==> config.mk <==
export PLATFORM = sky130hd
export DESIGN_NAME = parking_system
export DESIGN_NICKNAME = d
export VERILOG_FILES = /design/src/rtl/parking_system.sv
export SDC_FILE = /design/constraint.sdc
export NUM_CORES = 1
export LEC_CHECK = 0
export CAP_MARGIN = 0
export CORE_AREA = 2 2 42 44
export DETAILED_ROUTE_END_ITERATION = 8
export DIE_AREA = 0 0 44 46
export PLACE_DENSITY = 0.78
export SETUP_SLACK_MARGIN = 0.15
export SYNTH_ARGS = -nofsm -noshare
export SYNTH_HDL_FRONTEND = slang
export SYNTH_SLANG_ARGS = --single-unit
==> constraint.sdc <==
create_clock -name clk -period 2.2 [get_ports clk]
set_input_delay 0.22 -clock clk [delete_from_list [all_inputs] [get_ports clk]]
set_output_delay 0.22 -clock clk [all_outputs]
set_load 0.02 [all_outputs]
==> src/rtl/parking_system.sv <==
// Car park gate controller: waits a fixed interval for a two-digit password,
// then grants or refuses entry. LEDs and 7-segment digits are registered one cycle behind the state.
module parking_system (
    input  logic       clk,
    input  logic       reset_n,
    input  logic       sensor_entrance,
    input  logic       sensor_exit,
    input  logic [1:0] password_1,
    input  logic [1:0] password_2,
    output logic       GREEN_LED,
    output logic       RED_LED,
    output logic [6:0] HEX_1,
    output logic [6:0] HEX_2
);
    typedef enum logic [2:0] {
        IDLE          = 3'd0,
        WAIT_PASSWORD = 3'd1,
        WRONG_PASS    = 3'd2,
        RIGHT_PASS    = 3'd3,
        STOP          = 3'd4
    } state_t;

    localparam logic [6:0] SEG_BLANK = 7'b1111111;
    localparam logic [6:0] SEG_E     = 7'b0000110;
    localparam logic [6:0] SEG_N     = 7'b0101011;
    localparam logic [6:0] SEG_G     = 7'b0000010;
    localparam logic [6:0] SEG_O     = 7'b1000000;
    localparam logic [6:0] SEG_S     = 7'b0010010;
    localparam logic [6:0] SEG_P     = 7'b0001100;

    state_t     state_q, state_d;
    logic [2:0] cnt_q, cnt_d;
    logic       green_q, green_d;
    logic       red_q, red_d;
    logic [6:0] hex1_q, hex1_d;
    logic [6:0] hex2_q, hex2_d;
    logic       pass_ok;

    assign pass_ok = (password_1 == 2'b01) && (password_2 == 2'b10);

    // The counter is held at zero outside WAIT_PASSWORD, which clears it on entry.
    always_comb begin
        state_d = state_q;
        cnt_d   = '0;
        unique case (state_q)
            IDLE: begin
                if (sensor_entrance) state_d = WAIT_PASSWORD;
            end
            WAIT_PASSWORD: begin
                if (cnt_q <= 3'd3) begin
                    cnt_d = cnt_q + 3'd1;
                end else if (pass_ok) begin
                    state_d = RIGHT_PASS;
                end else begin
                    state_d = WRONG_PASS;
                end
            end
            WRONG_PASS: begin
                if (pass_ok) state_d = RIGHT_PASS;
            end
            RIGHT_PASS: begin
                if (sensor_entrance && sensor_exit) state_d = STOP;
                else if (sensor_exit)               state_d = IDLE;
            end
            STOP: begin
                if (pass_ok) state_d = RIGHT_PASS;
            end
            default: state_d = IDLE;
        endcase
    end

    always_comb begin
        green_d = 1'b0;
        red_d   = 1'b0;
        hex1_d  = SEG_BLANK;
        hex2_d  = SEG_BLANK;
        unique case (state_q)
            IDLE: ;
            WAIT_PASSWORD: begin
                red_d  = 1'b1;
                hex1_d = SEG_E;
                hex2_d = SEG_N;
            end
            WRONG_PASS: begin
                red_d  = ~red_q;
                hex1_d = SEG_E;
                hex2_d = SEG_E;
            end
            RIGHT_PASS: begin
                green_d = ~green_q;
                hex1_d  = SEG_G;
                hex2_d  = SEG_O;
            end
            STOP: begin
                red_d  = ~red_q;
                hex1_d = SEG_S;
                hex2_d = SEG_P;
            end
            default: ;
        endcase
    end

    always_ff @(posedge clk or negedge reset_n) begin
        if (!reset_n) begin
            state_q <= IDLE;
            cnt_q   <= '0;
            green_q <= 1'b0;
            red_q   <= 1'b0;
            hex1_q  <= SEG_BLANK;
            hex2_q  <= SEG_BLANK;
        end else begin
            state_q <= state_d;
            cnt_q   <= cnt_d;
            green_q <= green_d;
            red_q   <= red_d;
            hex1_q  <= hex1_d;
            hex2_q  <= hex2_d;
        end
    end

    assign GREEN_LED = green_q;
    assign RED_LED   = red_q;
    assign HEX_1     = hex1_q;
    assign HEX_2     = hex2_q;
endmodule

# ---- Word-level counts from Yosys, hierarchy flattened
# Index checks and enable logic that the tools add are counted.
dict set report totals {
  reg_bits 22
  latchBits 0
  ram_bits 0
  romBits 0
  inputBits 8
  output_inout_bits 16
  word_cells 39
  mem_count 0
}
dict set report op_classes {
  add_sub_neg 1
  mul 0
  div 0
  order_cmp 1
  eq_ne 10
  shift 0
  mux 13
  bitwise 2
  reduce_logical 6
}
# cell n
set ops {}
lappend ops {{case mux 7 bit (4 select lines)} 1}
lappend ops {{2-to-1 mux 3 bit} 7}
lappend ops {{case mux 7 bit (3 select lines)} 1}
lappend ops {{case mux 3 bit (4 select lines)} 1}
lappend ops {{equality test 3 x 2 -> 1 bit, second input constant} 2}
lappend ops {{inequality test 2 bit, second input constant} 2}
lappend ops {{AND reduction 4 bit} 1}
lappend ops {{OR reduction 2 bit} 2}
lappend ops {{adder 3 x 1 -> 3 bit, second input constant} 1}
lappend ops {{equality test 3 x 1 -> 1 bit, second input constant} 1}
lappend ops {{equality test 3 bit, second input constant} 1}
lappend ops {{<= comparator 3 x 2 -> 1 bit, second input constant} 1}
lappend ops {{logical NOT 3 bit} 1}
lappend ops {{inequality test 3 bit, second input constant} 1}
lappend ops {{equality test 2 x 1 -> 1 bit, second input constant} 1}
lappend ops {{equality test 2 bit, second input constant} 1}
lappend ops {{logical AND 1 bit} 2}
lappend ops {{2-to-1 mux 1 bit} 2}
lappend ops {{inequality test 2 x 1 -> 1 bit, second input constant} 1}
lappend ops {{inverter 1 bit} 2}
lappend ops {{case mux 1 bit (2 select lines)} 1}

# ---- Logic depth before layout (Yosys ltp)
# Gate-level depths: netlist of run 1.
dict set report logic_depth {
  ltp_word 5
  depth_mapped 4
  ltp_nobuf 4
}

# ---- Worst setup path before layout of run 1
# No wires, ideal clock.
dict set report synth_timing {
  path_type {register -> register}
  from {register state_q[2]}
  to {register state_q[0]}
  setup_time_ns 0.087
  t_arrival_ns 1.264
  required_time_ns 2.113
  slack_ns 0.850
  path_stages_with_launch 4
  path_buffers 0
  synth_period_minus_slack_ns 1.350
  path_cell_list {dfrtp_1 -> or4b_4 -> o22a_1 -> o211ai_1}
}
dict set report synth_via {
  elab_chain_len 4
  elab_cells_between_ends 12
  cone_classes {8 x eq/ne; 1 x mux; 3 x reduce/logical}
}
# item line_no
set synth_lines {}
lappend synth_lines {{from (decl)} 31} ;# state_t state_q, state_d;
lappend synth_lines {{from (signal assigned)} 112} ;# state_q <= state_d;
lappend synth_lines {{equality test 3 bit / equality test 3 x 2 -> 1 bit (equally long branches)} 45} ;# unique case (state_q)
lappend synth_lines {{OR reduction 2 bit (no line)} n/a}
lappend synth_lines {{inequality test 2 x 1 -> 1 bit (no line)} n/a}
lappend synth_lines {{AND reduction 4 bit (no line)} n/a}
# Parallel ways exist; a longest one is shown, timed or not.
# A chain may end at the register's enable or synchronous reset.

==> flow_metrics.tcl, run 1 <==
set metrics [dict create \
    pwr-share-comb_pct 48.6 \
    wl_met1_um 448 \
    fin_crit_ps 1680 \
    r2r_slack_ps 710 \
    ios 24 \
    post_drt_wl_per_cell_um 12.2 \
    regArea_um2 384 \
    startpoint "HEX_2[4]$_DFF_PN1_" \
    core-area_mm2 0.00161 \
    holdWs_ps 325 \
    worstSetupEndpointType "primary output" \
    grt_pass1_wl_mm 1.98 \
    drcViolationCount 0 \
    drtIter0Drc 3 \
    yosys.area.top_type_share_pct 29.5 \
    multi_input_area_um2 216 \
    synth.avg_cell_area_um2 11.1 \
    met2_length_um 568 \
    post_cts_resized 0 \
    die_h_um 46 \
    worstReg2RegEnd "state_q[0]$_DFFE_PN0P_" \
    yosysSeqAreaShare_pct 56.5 \
    grt_usage_pct 14.5 \
    hold_path.class "input port to asynchronous set/reset pin" \
    synth_cell_types 24 \
    final_util_pct 54.8 \
    ys_async_sr_fraction_pct 100 \
    synth_area_leader_cell "dfrtp_1" \
    grt_max_degree 16 \
    ir_drop_mv 0.660 \
    worstPathArrival_ps 1460 \
    syn-num-nets 70 \
    grt_antenna_before_repair 0 \
    synth_common_cells "8 x buf_4, 8 x dfrtp_1, 7 x dfstp_2, 5 x nand2_1" \
    p_leak_nw 0.366 \
    synthCells 61 \
    root_buffer "clkbuf_4" \
    worstPathMaxFanout 5 \
    diodes 0 \
    cts_tree "done" \
    synth_area_um2 679 \
    h-tree-depth 1 \
    ys_seq_elements 15 \
    pwr_density_cell_mw_per_mm2 1470 \
    slew_viol_final 0 \
    routed-wl-met3_um 106 \
    top_layer "met4" \
    fin_skew_ps 3.00 \
    crit_required_ps 1980 \
    cp-start-kind "flop" \
    crit_type "flop to primary output" \
    cts_setup_buffers 0 \
    worstReg2RegStart "state_q[1]$_DFFE_PN0P_" \
    grt_remaining_overflow 0 \
    setup_tns_ps 0 \
    slew_headroom_pct 57.7 \
    worst_pin_slew_ps 632 \
    antenna_left 0 \
    outcome "finished, final reports clean" \
    fillers 142 \
    route.vias.total 507 \
    synthFlopType "dfrtp_1" \
    gp_congestion 0.858 \
    setup_viol 0 \
    cap_violations 0 \
    path_buf_inv 1 \
    grt_pass1_vias 477 \
    crit_family "buffers and inverters" \
    port_buffers 22 \
    cpMaxStageDelayCell "clkdlybuf4s50_1" \
    initial_utilization_pct 42.1 \
    p_sw_share_pct 37.4 \
    clock_path_buffers 2 \
    synth_top_cells_by_area "dfrtp_1 29%, dfstp_2 27%, buf_4 8.8%" \
    dp_hpwl_um 901 \
    max_stage_delay_ps 610 \
    dieArea_mm2 0.00202 \
    path_clk_slew_ps 90 \
    clkSinkCount 15 \
    reg2reg_depth 3 \
    power.share.sequential_pct 39.6 \
    max_freq_mhz 597 \
    synth-edff-count 0 \
    cp.depth 1 \
    layout-drive-gt1-share_pct 15.4 \
    vias_per_cell 5.34 \
    clock_power_share_pct 11.8 \
    syn2layout_area_growth_pct 30.2 \
    fp.dieW_um 44 \
    numCtsBuffers 3 \
    intPower_uw 812 \
    nNetsFinal 88 \
    grt_setup_unrepaired "false" \
    hold_violations 0 \
    rows 15 \
    clk_latency_ps 280 \
    hold_buffers 0 \
    min_period_over_period_pct 76.2 \
    yosys_warnings 0 \
    routed_wl_mm 1.16 \
    cp_cell_sequence "clkdlybuf4s50_1" \
    p_sw_uw 485 \
    drtPass1Iterations 5 \
]
[cell families after synthesis]
logic type / synth area share (%)
other cells: 0.552
xor+xnor: 2.58
simple gates: 15.3
fa+ha+maj: 1.84
flops: 56.5
compound gates: 11.6
buf+inv: 11.6
[routing by layer]
metal | vias up | global-route usage (%)
li1 | 239 | -
met1 | 229 | 14.2
met2 | 35 | 24.4
met3 | 4 | 3.97
met4 | 0 | 13.9
met5 | - | 0
[power groups by stage]
stage	logic, mW	registers, mW	clock network, mW
4_1_cts	0.638	0.516	0.158
3_5_place_dp	0.637	0.521	0
6_report	0.630	0.514	0.153
3_3_place_gp	0.621	0.509	0
2_1_floorplan	0.370	0.575	0
5_1_grt	0.687	0.532	0.174
[metrics by stage]
step	cells	power [mW]	worst slack, ps	area, um2
detailed placement	91	1.16	694	857
floorplan	61	0.945	850	679
finish	95	1.30	524	885
global route	95	1.39	467	885
global placement	91	1.13	741	857
CTS	95	1.31	504	885
[layout by cell type, fill, tap and decap left out, types with 2 or more instances in the layout]
master           instances
a21oi_1                  4
clkbuf_4                 3
clkdlybuf4s50_1         22
dfrtp_1                  8
dfstp_2                  7
inv_1                    4
nand2_1                  5
nor2_1                   4
nor3b_1                  3
o22ai_1                  2
o311ai_0                 2
[area by class of cell]
cell class                      count  area share [%]
Timing Repair Buffer               22            24.9
Multi-Input combinational cell     33            24.5
Clock inverter                      1           0.566
Clock buffer                        3            2.55
Tap cell                           17            2.40
Inverter                            4            1.70
Sequential cell                    15            43.4
[worst max-delay path by stage]
stage,endpoint
final,HEX_1[6]
after global routing,HEX_1[0]
after CTS,HEX_1[6]
after detailed placement,state_q[1]$_DFFE_PN0P_
after global placement,state_q[0]$_DFFE_PN0P_
after floorplan,state_q[0]$_DFFE_PN0P_
[state kept, by name, indices dropped and copies added (netlist names)]
| signal | flops |
|---|---|
| HEX_1 | 1 |
| GREEN_LED | 1 |
| RED_LED | 1 |
| state_q | 3 |
| cnt_q | 3 |
| HEX_2 | 6 |
[worst register-to-register path, stage by stage, from the launching register on]
cell and delay [ps]:
dfrtp_1 520, or4b_4 590, o22a_1 220, o211ai_1 80
(Power assumes the default switching activity.)
==> run 2: changes to the inputs <==
--- a/config.mk
+++ b/config.mk
@@ -6,10 +6,10 @@
 export NUM_CORES = 1
 export LEC_CHECK = 0
 export CAP_MARGIN = 0
-export CORE_AREA = 2 2 42 44
+export CORE_AREA = 2 2 44 46
 export DETAILED_ROUTE_END_ITERATION = 8
-export DIE_AREA = 0 0 44 46
-export PLACE_DENSITY = 0.78
+export DIE_AREA = 0 0 46 48
+export PLACE_DENSITY = 0.72
 export SETUP_SLACK_MARGIN = 0.15
 export SYNTH_ARGS = -nofsm -noshare
 export SYNTH_HDL_FRONTEND = slang
==> constraint.sdc (replaced) <==
create_clock -name clk -period 1.6 [get_ports clk]
set_input_delay 0.16 -clock clk [delete_from_list [all_inputs] [get_ports clk]]
set_output_delay 0.16 -clock clk [all_outputs]
set_load 0.02 [all_outputs]
==> run 2 against run 1 <==
Net effect:
- critical path type unchanged
- setup slack got worse by 260 ps
- total power increased by 33%
- cell count up 5.3%
- combinational power is 37% higher
- sequential power up 26%
- non-clock buffer count is 5 higher
- clock skew decreased by 1.2 ps
- clock power rose by 39%
- sequential cell count is the same
- first-iteration DRC count up 33%
- critical path depth unchanged
- sequential share of layout area decreased by 1.3 points
==> flow_metrics.tcl, run 2 (synthesis results as in run 1) <==
set metrics [dict create \
    grt_remaining_overflow 0 \
    outcome "finished, final reports clean" \
    p_sw_uw 674 \
    grt_max_degree 16 \
    fin_crit_ps 1340 \
    ir_drop_mv 0.801 \
    hold_buffers 0 \
    hold_violations 0 \
    cp_cell_sequence "dlygate4sd2_1" \
    pwr-share-comb_pct 50.1 \
    grt_usage_pct 14.5 \
    largest_register_ff_count 6 \
    antenna_left 0 \
    cpMaxStageDelayCell "dfstp_2" \
    worstSetupEndpointType "primary output" \
    drtIter0Drc 4 \
    hold_path.class "input port to asynchronous set/reset pin" \
    worstPathMaxFanout 5 \
    routed_wl_mm 1.23 \
    clock_power_share_pct 12.4 \
    gp_congestion 0.810 \
    grt_pass1_wl_mm 2.13 \
    diodes 0 \
    cts_setup_buffers 0 \
    dp_hpwl_um 971 \
    setup_tns_ps 0 \
    nNetsFinal 93 \
    holdWs_ps 192 \
    clock_path_buffers 2 \
    power.share.sequential_pct 37.6 \
    clkSinkCount 15 \
    p_leak_nw 0.431 \
    final_common_cell "dlygate4sd2_1" \
    core-area_mm2 0.00169 \
    crit_family "flip-flops" \
    drtPass1Iterations 3 \
    dieArea_mm2 0.00221 \
    layout-drive-gt1-share_pct 20.5 \
    p_sw_share_pct 39.2 \
    cp-start-kind "flop" \
    most-common-layout-cells "13 x dlygate4sd2_1, 8 x dfrtp_1, 7 x dfstp_2, 7 x clkdlybuf4s50_1" \
    max_stage_delay_ps 560 \
    crit_type "flop to primary output" \
    drcViolationCount 0 \
    intPower_mw 1.05 \
    grt_setup_unrepaired "false" \
    vias_per_cell 5.02 \
    initial_utilization_pct 40.2 \
    ios 24 \
    path_clk_slew_ps 90 \
    port_buffers 22 \
    setup_viol 0 \
    grt_pass1_vias 514 \
    cap_violations 0 \
    route.vias.total 502 \
    cts_tree "done" \
    numCtsBuffers 3 \
    path_buf_inv 1 \
    max_freq_mhz 747 \
    fp.dieW_um 46 \
    die_h_um 48 \
    syn2layout_area_growth_pct 34.1 \
    slew_viol_final 0 \
    h-tree-depth 1 \
    clk_latency_ps 280 \
    pwr_density_cell_mw_per_mm2 1890 \
    crit_required_ps 1440 \
    grt_antenna_before_repair 0 \
    root_buffer "clkbuf_4" \
    post_drt_wl_per_cell_um 12.3 \
    worstPathArrival_ps 1180 \
    min_period_over_period_pct 83.6 \
    rows 15 \
    fin_skew_ps 1.84 \
]
run 2: changes by cell type in the layout (fill, tap and decap cells not counted):
cell	previous run	this run
dlymetal6s2s_1	0	2
dlygate4sd2_1	0	13
clkdlybuf4s50_1	22	7
o311ai_0	2	0
o311ai_1	0	2
buf_4	0	5
run 2: timing repair:
action,in CTS,in global routing
setup endpoints to repair,14,3
resized for setup,14,3
cloned,0,0
pin swaps,0,0
run 2: power groups by stage:
stage	Clock [mW]	Combinational (mW)	Sequential [mW]
2_1_floorplan	0	0.508	0.791
3_3_place_gp	0	0.953	0.653
3_5_place_dp	0	0.968	0.665
4_1_cts	0.223	0.871	0.652
5_1_grt	0.242	0.944	0.666
6_report	0.213	0.862	0.647
run 2: path summary, 6_finish.rpt:
path	from	endpoint	slack, ps	cells after the start
worst max-delay path	HEX_2[4]$_DFF_PN1_	HEX_1[0]	260	1
worst max register to register	cnt_q[0]$_DFF_PN0_	state_q[1]$_DFFE_PN0P_	270	4
worst min register to register	GREEN_LED$_DFF_PN0_	GREEN_LED$_DFF_PN0_	430	1
max in group asynchronous	reset_n	HEX_2[4]$_DFF_PN1_	1170	2
min in group clk	GREEN_LED$_DFF_PN0_	GREEN_LED$_DFF_PN0_	430	1
worst min-delay path	reset_n	cnt_q[2]$_DFF_PN0_	190	2
run 2: layer usage:
metal  track usage, %  share of wire [%]  up-vias
met1             15.5                 41      228
met4             13.7                3.2        0
met2             24.4                 50       27
met3             2.26                5.9        4
li1                 -                  -      243
met5                0                  0        -
run 2: per-stage QoR:
stage	power (mW)	setup WS (ps)	area, um2	instances	utilization [%]
2_1_floorplan	1.30	250	679	61	-
4_1_cts	1.75	162	906	100	53.6
6_report	1.72	262	911	100	53.9
3_5_place_dp	1.63	124	895	96	53.0
3_3_place_gp	1.61	227	895	96	53.0
5_1_grt	1.85	182	911	100	53.9
run 2: area by class of cell:
cell class | instances | area (um2)
Tap cell | 17 | 21.3
Multi-Input combinational cell | 33 | 216
Clock buffer | 3 | 22.5
Timing Repair Buffer | 27 | 246
Fill cell | 175 | 778
Inverter | 4 | 15.0
Sequential cell | 15 | 384
Clock inverter | 1 | 5.00
run 2: worst reg2reg max path, delay by kind of cell, from the launching register on:
family | cells | cell delay (ps)
AOI/OAI and AO/OA | 2 | 440
adders and majority gates | 1 | 170
DFF | 1 | 380
and+or+nand+nor | 1 | 210
==> run 3: changes to the inputs <==
--- a/config.mk
+++ b/config.mk
@@ -6,10 +6,10 @@
 export NUM_CORES = 1
 export LEC_CHECK = 0
 export CAP_MARGIN = 0
-export CORE_AREA = 2 2 44 46
+export CORE_AREA = 2 2 46 48
 export DETAILED_ROUTE_END_ITERATION = 8
-export DIE_AREA = 0 0 46 48
-export PLACE_DENSITY = 0.72
+export DIE_AREA = 0 0 48 50
+export PLACE_DENSITY = 0.69
 export SETUP_SLACK_MARGIN = 0.15
 export SYNTH_ARGS = -nofsm -noshare
 export SYNTH_HDL_FRONTEND = slang
==> constraint.sdc (replaced) <==
create_clock -name clk -period 1.1 [get_ports clk]
set_input_delay 0.11 -clock clk [delete_from_list [all_inputs] [get_ports clk]]
set_output_delay 0.11 -clock clk [all_outputs]
set_load 0.02 [all_outputs]
==> run 3 against run 2 <==
Net effect:
- worst hold slack lost 59 ps
- global-route usage rose by 1.3 points
- the flow now finishes with violations (negative setup slack)
- largest cell class is now non-clock buffers
- total power is 94% higher
- sequential power up 53%
- cell area rose by 27%
- via count grew 16%
- non-clock buffer count is 16 higher
==> flow_metrics.tcl, run 3 (synthesis results as in run 1) <==
set metrics [dict create \
    pwr-share-comb_pct 61.0 \
    drtIter0Drc 2 \
    fillers 149 \
    routed_wl_mm 1.49 \
    rows 16 \
    pwr_density_cell_mw_per_mm2 2890 \
    port_buffers 22 \
    r2r_slack_ps -220 \
    drtPass1Iterations 4 \
    path_buf_inv 0 \
    slew_viol_final 0 \
    worstPathMaxFanout 3 \
    crit_type "flop to flop" \
    route.vias.total 582 \
    violations "negative setup slack" \
    fp.dieW_um 48 \
    vias_per_cell 4.62 \
    clk_latency_ps 280 \
    worstReg2RegEnd "state_q[0]$_DFFE_PN0P_" \
    gp_congestion 0.776 \
    placed_area_um2 977 \
    grt_max_degree 16 \
    max_freq_mhz 760 \
    grt_setup_unrepaired "true" \
    hold_buffers 0 \
    largest_register_ff_count 6 \
    p_sw_mw 1.20 \
    crit_required_ps 1300 \
    numCtsBuffers 3 \
    reg2reg_depth 3 \
    most-common-layout-cells "20 x buf_6, 14 x buf_4, 8 x dfrtp_1, 7 x dfstp_2, 7 x clkdlybuf4s50_1" \
    final_cell_area_mm2 0.00116 \
    h-tree-depth 1 \
    cpMaxStageDelayCell "or4b_4" \
    intPower_mw 2.15 \
    max_stage_delay_ps 560 \
    core-area_mm2 0.00190 \
    ir_drop_mv 1.47 \
    initial_utilization_pct 35.7 \
    dieArea_mm2 0.00240 \
    final.setup.worst_slack_ps -215 \
    nNetsFinal 109 \
    clock_path_buffers 2 \
    final_common_cell "buf_6" \
    ios 24 \
    final_util_pct 60.9 \
    hold_violations 0 \
    min_period_over_period_pct 120 \
    p_sw_share_pct 35.8 \
    crit_family "simple AND/OR/NAND/NOR gates" \
    cp_cell_sequence "or4b_4 > o22a_1 > o211ai_1" \
    setup_viol 13 \
    grt_pass1_wl_mm 2.52 \
    worstReg2RegStart "cnt_q[2]$_DFF_PN0_" \
    clkSinkCount 15 \
    clock_power_share_pct 9.4 \
    die_h_um 50 \
    p_leak_nw 0.528 \
    hold_path.class "input port to asynchronous set/reset pin" \
    dp_hpwl_um 941 \
    cap_violations 0 \
    antenna_left 0 \
    root_buffer "clkbuf_4" \
    layout-drive-gt1-share_pct 54.5 \
    grt_antenna_before_repair 0 \
    fin_skew_ps 3.87 \
    drcViolationCount 0 \
    syn2layout_area_growth_pct 70.5 \
    cts_tree "done" \
    cp-start-kind "flop" \
    diodes 0 \
    path_clk_slew_ps 90 \
    worstSetupEndpointType "flop" \
    grt_remaining_overflow 0 \
    power.share.sequential_pct 29.5 \
    post_drt_wl_per_cell_um 11.8 \
    outcome "complete, but fails checks" \
    grt_pass1_vias 592 \
    grt_usage_pct 15.8 \
    fin_crit_ps 1320 \
    worstPathArrival_ps 1520 \
]
[run 3: changes by cell type in the layout (fill, tap and decap cells not counted), sizes merged]
cell | before | now
dlymetal6s2s | 2 | 0
bufbuf | 0 | 1
dlygate4sd2 | 13 | 0
clkbuf | 3 | 4
buf | 5 | 35
clkinv | 1 | 0
[run 3: repair_timing]
action,4_1_cts,5_1_grt
buffers inserted,6,0
gates resized for setup,97,11
cloned,1,0
pin swaps,6,3
endpoints found under the setup margin,27,30
[run 3: worst max-delay path by stage]
stage,startpoint,endpoint,slack [ps],depth (start not counted)
global placement,cnt_q[2]$_DFF_PN0_,state_q[0]$_DFFE_PN0P_,-200,3
global route,cnt_q[2]$_DFF_PN0_,state_q[0]$_DFFE_PN0P_,-250,3
floorplan,state_q[2]$_DFFE_PN0P_,state_q[0]$_DFFE_PN0P_,-170,3
detailed placement,password_2[1],state_q[0]$_DFFE_PN0P_,-210,5
CTS,state_q[2]$_DFFE_PN0P_,state_q[0]$_DFFE_PN0P_,-220,3
finish,cnt_q[2]$_DFF_PN0_,state_q[0]$_DFFE_PN0P_,-220,3
[run 3: final cells by class]
class	instances	area, um2	area share, %
flip-flops and latches	15	384	33.2
inverters	4	15.0	1.30
repair buffers	43	448	38.7
multi-input cells	33	251	21.7
clock buffers	4	26.3	2.27
well taps	27	33.8	2.92
[run 3: through the flow]
| step | hold slack (ps) | total power [mW] | setup slack (ps) | std cells | TNS (ps) |
|---|---|---|---|---|---|
| 4_1_cts | 142 | 3.21 | -217 | 126 | -1220 |
| 2_1_floorplan | -186 | 1.90 | -173 | 61 | -370 |
| 3_5_place_dp | 420 | 2.54 | -214 | 115 | -2500 |
| 6_report | 133 | 3.34 | -215 | 126 | -1270 |
| 5_1_grt | 167 | 3.56 | -249 | 126 | -2030 |
| 3_3_place_gp | 417 | 2.50 | -195 | 115 | -2230 |
[run 3: worst reg2reg max path: stages (launching register included)]
cell	delay [ps]
dfrtp_1	390
or4b_4	560
o22a_1	210
o211ai_1	70
[run 3: layer usage]
layer	routed length, um	track usage (%)	up-vias
met3	65	3.30	2
met4	27	10.8	0
met1	578	15.7	275
met5	0	0	-
li1	-	-	277
met2	822	27.3	28
[run 3: power by group through the flow]
stage / sequential, mW / combinational (mW) / clock, mW
final: 0.988 / 2.04 / 0.315
after CTS: 0.971 / 1.93 / 0.314
after detailed placement: 0.955 / 1.59 / 0
after global routing: 1.02 / 2.20 / 0.348
after floorplan: 1.15 / 0.755 / 0
after global placement: 0.943 / 1.56 / 0
